## config.mk

```make
export PLATFORM = sky130hd
export DESIGN_NAME = branch_predictor
export DESIGN_NICKNAME = d
export VERILOG_FILES = /design/src/rtl/branch_predictor.sv
export SDC_FILE = /design/constraint.sdc
export NUM_CORES = 2
export LEC_CHECK = 0
export BUFFER_PORTS_ARGS = -buffer_cell sky130_fd_sc_hd__buf_2
export CAP_MARGIN = 25
export CORE_AREA = 2 2 591 593
export DETAILED_ROUTE_END_ITERATION = 12
export DIE_AREA = 0 0 593 595
export PLACE_DENSITY_LB_ADDON = 0.1
export SYNTH_ARGS = -nofsm -noshare
export SYNTH_HDL_FRONTEND = slang
export SYNTH_SLANG_ARGS = --single-unit
```

## constraint.sdc

```tcl
create_clock -name clk_i -period 7 [get_ports clk_i]
set_input_delay 0.35 -clock clk_i [delete_from_list [all_inputs] [get_ports clk_i]]
set_output_delay 0.35 -clock clk_i [all_outputs]
set_load 0.1 [all_outputs]
```

## src/rtl/branch_predictor.sv

```systemverilog
// Dynamic branch predictor: 2-bit counter BHT plus direct-mapped BTB, resolved in EX.
// Define BP_GSHARE_EN to XOR a non-speculative global history register into the BHT index.
module branch_predictor #(
  parameter int ENTRIES = 64,
  localparam int IW = $clog2(ENTRIES)
) (
  input  logic          clk_i,
  input  logic          rst_ni,
  input  logic [31:0]   pc_f_i,
  output logic          pred_taken_f_o,
  output logic [31:0]   pred_pc_f_o,
  output logic [IW-1:0] bht_idx_f_o,
  input  logic          valid_ex_i,
  input  logic          stall_ex_i,
  input  logic          br_ex_i,
  input  logic          taken_ex_i,
  input  logic [31:0]   target_ex_i,
  input  logic [31:0]   pc_ex_i,
  input  logic          pred_taken_ex_i,
  input  logic [31:0]   pred_pc_ex_i,
  input  logic [IW-1:0] bht_idx_ex_i,
  output logic [1:0]    PC_taken_o,
  output logic [31:0]   redirect_pc_o
);

  localparam int TW = 30 - IW;

  logic [1:0]         bht_q [ENTRIES];
  logic [ENTRIES-1:0] valid_q;
  logic [TW-1:0]      tag_q [ENTRIES];
  logic [31:0]        tgt_q [ENTRIES];

  logic [IW-1:0] pc_idx_f, pc_idx_ex, bht_idx_f;
  logic          btb_hit_f, resolve, br_taken, mis_taken, mis_fall;
  logic [31:0]   pc_f_plus4, pc_ex_plus4;

  function automatic logic [1:0] sat_cnt(input logic [1:0] c, input logic up);
    if (up) return (c == 2'b11) ? c : c + 2'd1;
    return (c == 2'b00) ? c : c - 2'd1;
  endfunction

  assign pc_idx_f    = pc_f_i[IW+1:2];
  assign pc_idx_ex   = pc_ex_i[IW+1:2];
  assign pc_f_plus4  = pc_f_i + 32'd4;
  assign pc_ex_plus4 = pc_ex_i + 32'd4;

`ifdef BP_GSHARE_EN
  logic [IW-1:0] ghr_q, ghr_d;

  assign bht_idx_f = pc_idx_f ^ ghr_q;
  assign ghr_d     = (resolve && br_ex_i) ? {ghr_q[IW-2:0], taken_ex_i} : ghr_q;

  always_ff @(posedge clk_i) begin
    if (!rst_ni) ghr_q <= '0;
    else         ghr_q <= ghr_d;
  end
`else
  assign bht_idx_f = pc_idx_f;
`endif

  // IF lookup
  assign btb_hit_f      = valid_q[pc_idx_f] && (tag_q[pc_idx_f] == pc_f_i[31:IW+2]);
  assign pred_taken_f_o = rst_ni && bht_q[bht_idx_f][1] && btb_hit_f;
  assign pred_pc_f_o    = pred_taken_f_o ? tgt_q[pc_idx_f] : pc_f_plus4;
  assign bht_idx_f_o    = bht_idx_f;

  // EX resolve; a stalled instruction only resolves once the stall drops
  assign resolve   = rst_ni && valid_ex_i && !stall_ex_i;
  assign br_taken  = br_ex_i && taken_ex_i;
  assign mis_taken = resolve && br_taken && (!pred_taken_ex_i || (pred_pc_ex_i != target_ex_i));
  assign mis_fall  = resolve && pred_taken_ex_i && !br_taken;

  always_comb begin
    PC_taken_o    = 2'b00;
    redirect_pc_o = pc_ex_plus4;
    if (mis_taken) begin
      PC_taken_o    = 2'b01;
      redirect_pc_o = target_ex_i;
    end else if (mis_fall) begin
      PC_taken_o    = 2'b10;
    end
  end

  // Counters and valid bits reset; tag/target storage does not need to
  always_ff @(posedge clk_i) begin
    if (!rst_ni) begin
      for (int i = 0; i < ENTRIES; i++) bht_q[i] <= 2'b01;
      valid_q <= '0;
    end else if (resolve) begin
      if (br_ex_i) bht_q[bht_idx_ex_i] <= sat_cnt(bht_q[bht_idx_ex_i], taken_ex_i);
      if (br_taken) valid_q[pc_idx_ex] <= 1'b1;
      else if (!br_ex_i && pred_taken_ex_i) valid_q[pc_idx_ex] <= 1'b0;
    end
  end

  always_ff @(posedge clk_i) begin
    if (resolve && br_taken) begin
      tag_q[pc_idx_ex] <= pc_ex_i[31:IW+2];
      tgt_q[pc_idx_ex] <= target_ex_i;
    end
  end

endmodule

```

==> reports/qor.yml <==
pwr-share-seq_pct: 50.7
mostFrequentLayoutCells: "3712 x edfxtp_1, 1059 x mux4_2, 406 x clkbuf_16"
grt_pass1_vias: 76463
clk_pin_slew_ps: 60
wirelength_um: 513000
vias: 78542
yosysWarnings: 0
multi_input_area_mm2: 0.0342
ir_drop_uv: 219
synth_edf_count: 3712
worstPathRequired_ps: 6650
power.density_mw_per_mm2: 286
comb_power_share_pct: 5.8
status: "finished, final reports clean"
grt_start_max_net_pins: 125
gr-total-overflow: 0
drt_iter0_drc: 11014
synth-main-ff-cell: "edfxtp_1"
ys_top_cells_by_area: "edfxtp_1 75%, mux4_2 16%, dfxtp_1 0.86%"
htreeDepth: 5
clockPowerShare_pct: 43.5
endpoint_kind: "output pin"
worstHoldStart: "target_ex_i[27]"
die-area_mm2: 0.353
synth_largest_area_cell: "edfxtp_1"
cts_sinks: 3776
port_buffers: 213
syn2layout_area_growth_pct: 15.3
cts_tree: "yes"
row_count: 217
grt_pass1_wl_um: 684000
swShare_pct: 22.4
drtPass1Iterations: 6
core_mm2: 0.347
hpwl_um: 294000
clock-root-buffer: "clkbuf_16"
worstMarginPinSlew_ps: 1190
place_congestion: 0.868
relSlewSlack_pct: 20.8
drt_drc_violations_left: 0
p_switching_uw: 11000
viasPerCell: 6.39
rsz0062_at_grt: "no"
hold_viol: 0
die_w_um: 593
design_area_mm2: 0.171
p_int_uw: 38100
ys_seq_elements: 3776
leakage_uw: 0.0537
drtAntennaViolNets: 0
antenna_found_initial: 37
grt_usage_pct: 28.9
clk_latency_ps: 1000
fin_crit_sh_pct: 95.1
startpoint_type: "input pin"
power_uw: 49100
crit_type: "input pin to output pin"
ys_types: 75
ff_latch_area_mm2: 0.113
drive_gt1_share_pct: 30.4
io_pins: 214
period_minus_slack_ps: 6650
wl_per_cell_um: 41.8
layout_commonest_cell: "edfxtp_1"
cp_max_fo: 69
synth_cells: 6768
dpl_cell_area_mm2: 0.158
cts_buffers: 400
fmax_ghz: 0.150
syn_area_mm2: 0.149
die_y_um: 595
ys_seq_area_share_pct: 75.9
cap_violations: 0
r2r_start: "bht_q[52][1]"
finalSetupViolations: 0
hold_path.class: "input pin to register"
fillerInstances: 27781
maxSlewViolCount: 0
synthesis.area_per_instance_um2: 22.0
fin_nets: 7480
finalSetupTns_ps: 0
fin_util_pct: 49.3
critPathLaunch: "pc_f_i[3]"
finalClockSkew_ps: 23.3
cp.arrival_ps: 6300
synth.top_cell.area_share_pct: 75.0
async_reset_ff_share_pct: 0
cts_buffer_depth: 4
synth_fp_nets: 6911
start_util_pct: 42.8
-- stage by stage --
step	instances	hold slack, ps	worst slack [ps]
final	12283	47.0	346
after global routing	12276	58.7	404
after CTS	12263	4.63	552
after detailed placement	11501	518	530
after global placement	11486	518	79.2
after floorplan	6768	449	1650
-- metal layers --
layer / GRT usage [%] / up-vias / wire, um
met5: 0 / - / 65
met4: 10.3 / 10 / 21500
met3: 4.41 / 740 / 40100
met2: 46.4 / 4066 / 247000
met1: 40.2 / 43912 / 204000
li1: - / 29814 / -
-- power groups by stage --
stage	clock (uW)	combinational (uW)	sequential [uW]
floorplan	0	1560	25300
global placement	0	2830	25300
detailed placement	0	2860	25300
CTS	21600	2870	24900
global route	22400	2970	24800
finish	21300	2860	24900
-- path summary, 6_finish.rpt --
check / endpoint / cells past startpoint / slack (ps)
worst max register to register: bht_q[13][0] / 8 / 3770
worst min register to register: register / 2 / 530
worst max-delay path: pred_pc_f_o[4] / 13 / 350
worst min-delay path: tgt_q[35][27] / 2 / 50
-- registers in the layout, indices dropped and copies added, names as in the netlist, named ones only --
signal,count
bht_q,128
tgt_q,2048
tag_q,1536
-- worst max-delay path, cell delays in order --
cell	delay [ps]
buf_8	500
buf_4	600
nor2b_1	660
a22oi_1	350
nand4_1	520
o211ai_1	210
nor4_2	880
nand3_1	260
nor4_2	370
nand4_4	390
buf_12	350
mux2_4	360
buf_12	170
-- what timing repair did --
| item | 4_1_cts | 5_1_grt |
|---|---|---|
| hold buffers | 22 | 4 |
| endpoints found under the hold margin | 187 | 256 |
| gates resized for setup | 0 | 0 |
| buffers inserted | 0 | 0 |
-- synthesized netlist by cell type (27+ instances only) --
library cell	n
a21oi_1	66
a22oi_1	106
buf_1	33
buf_2	141
buf_4	45
buf_6	40
clkbuf_1	151
dfxtp_1	64
edfxtp_1	3712
mux2_4	29
mux2i_1	118
mux4_2	1059
nand2_1	246
nand3_1	129
nand4_1	33
nor2_1	213
o21a_1	127
o21ai_0	27
o22ai_1	27
xnor2_1	63
xor2_1	54
-- cell families after synthesis --
| kind of cell | after synthesis | share of synthesized area (%) |
|---|---|---|
| AO/OA/AOI/OAI | 476 | 2.30 |
| XOR/XNOR | 117 | 0.690 |
| adder cells (fa/ha/maj) | 4 | 0.0303 |
| buffers and inverters | 423 | 1.52 |
| flip-flops | 3776 | 75.9 |
| multiplexers | 1223 | 17.3 |
| AND/OR/NAND/NOR | 749 | 2.32 |
-- final cells by class --
type | count | area share, %
Antenna cell | 9 | 0.0132
Clock buffer | 497 | 6.13
Clock inverter | 243 | 1.46
Inverter | 11 | 0.0314
Multi-Input combinational cell | 2569 | 20.0
Sequential cell | 3776 | 65.8
Tap cell | 4599 | 3.36
Timing Repair Buffer | 579 | 3.19
Power figures use the tool's default switching activity.
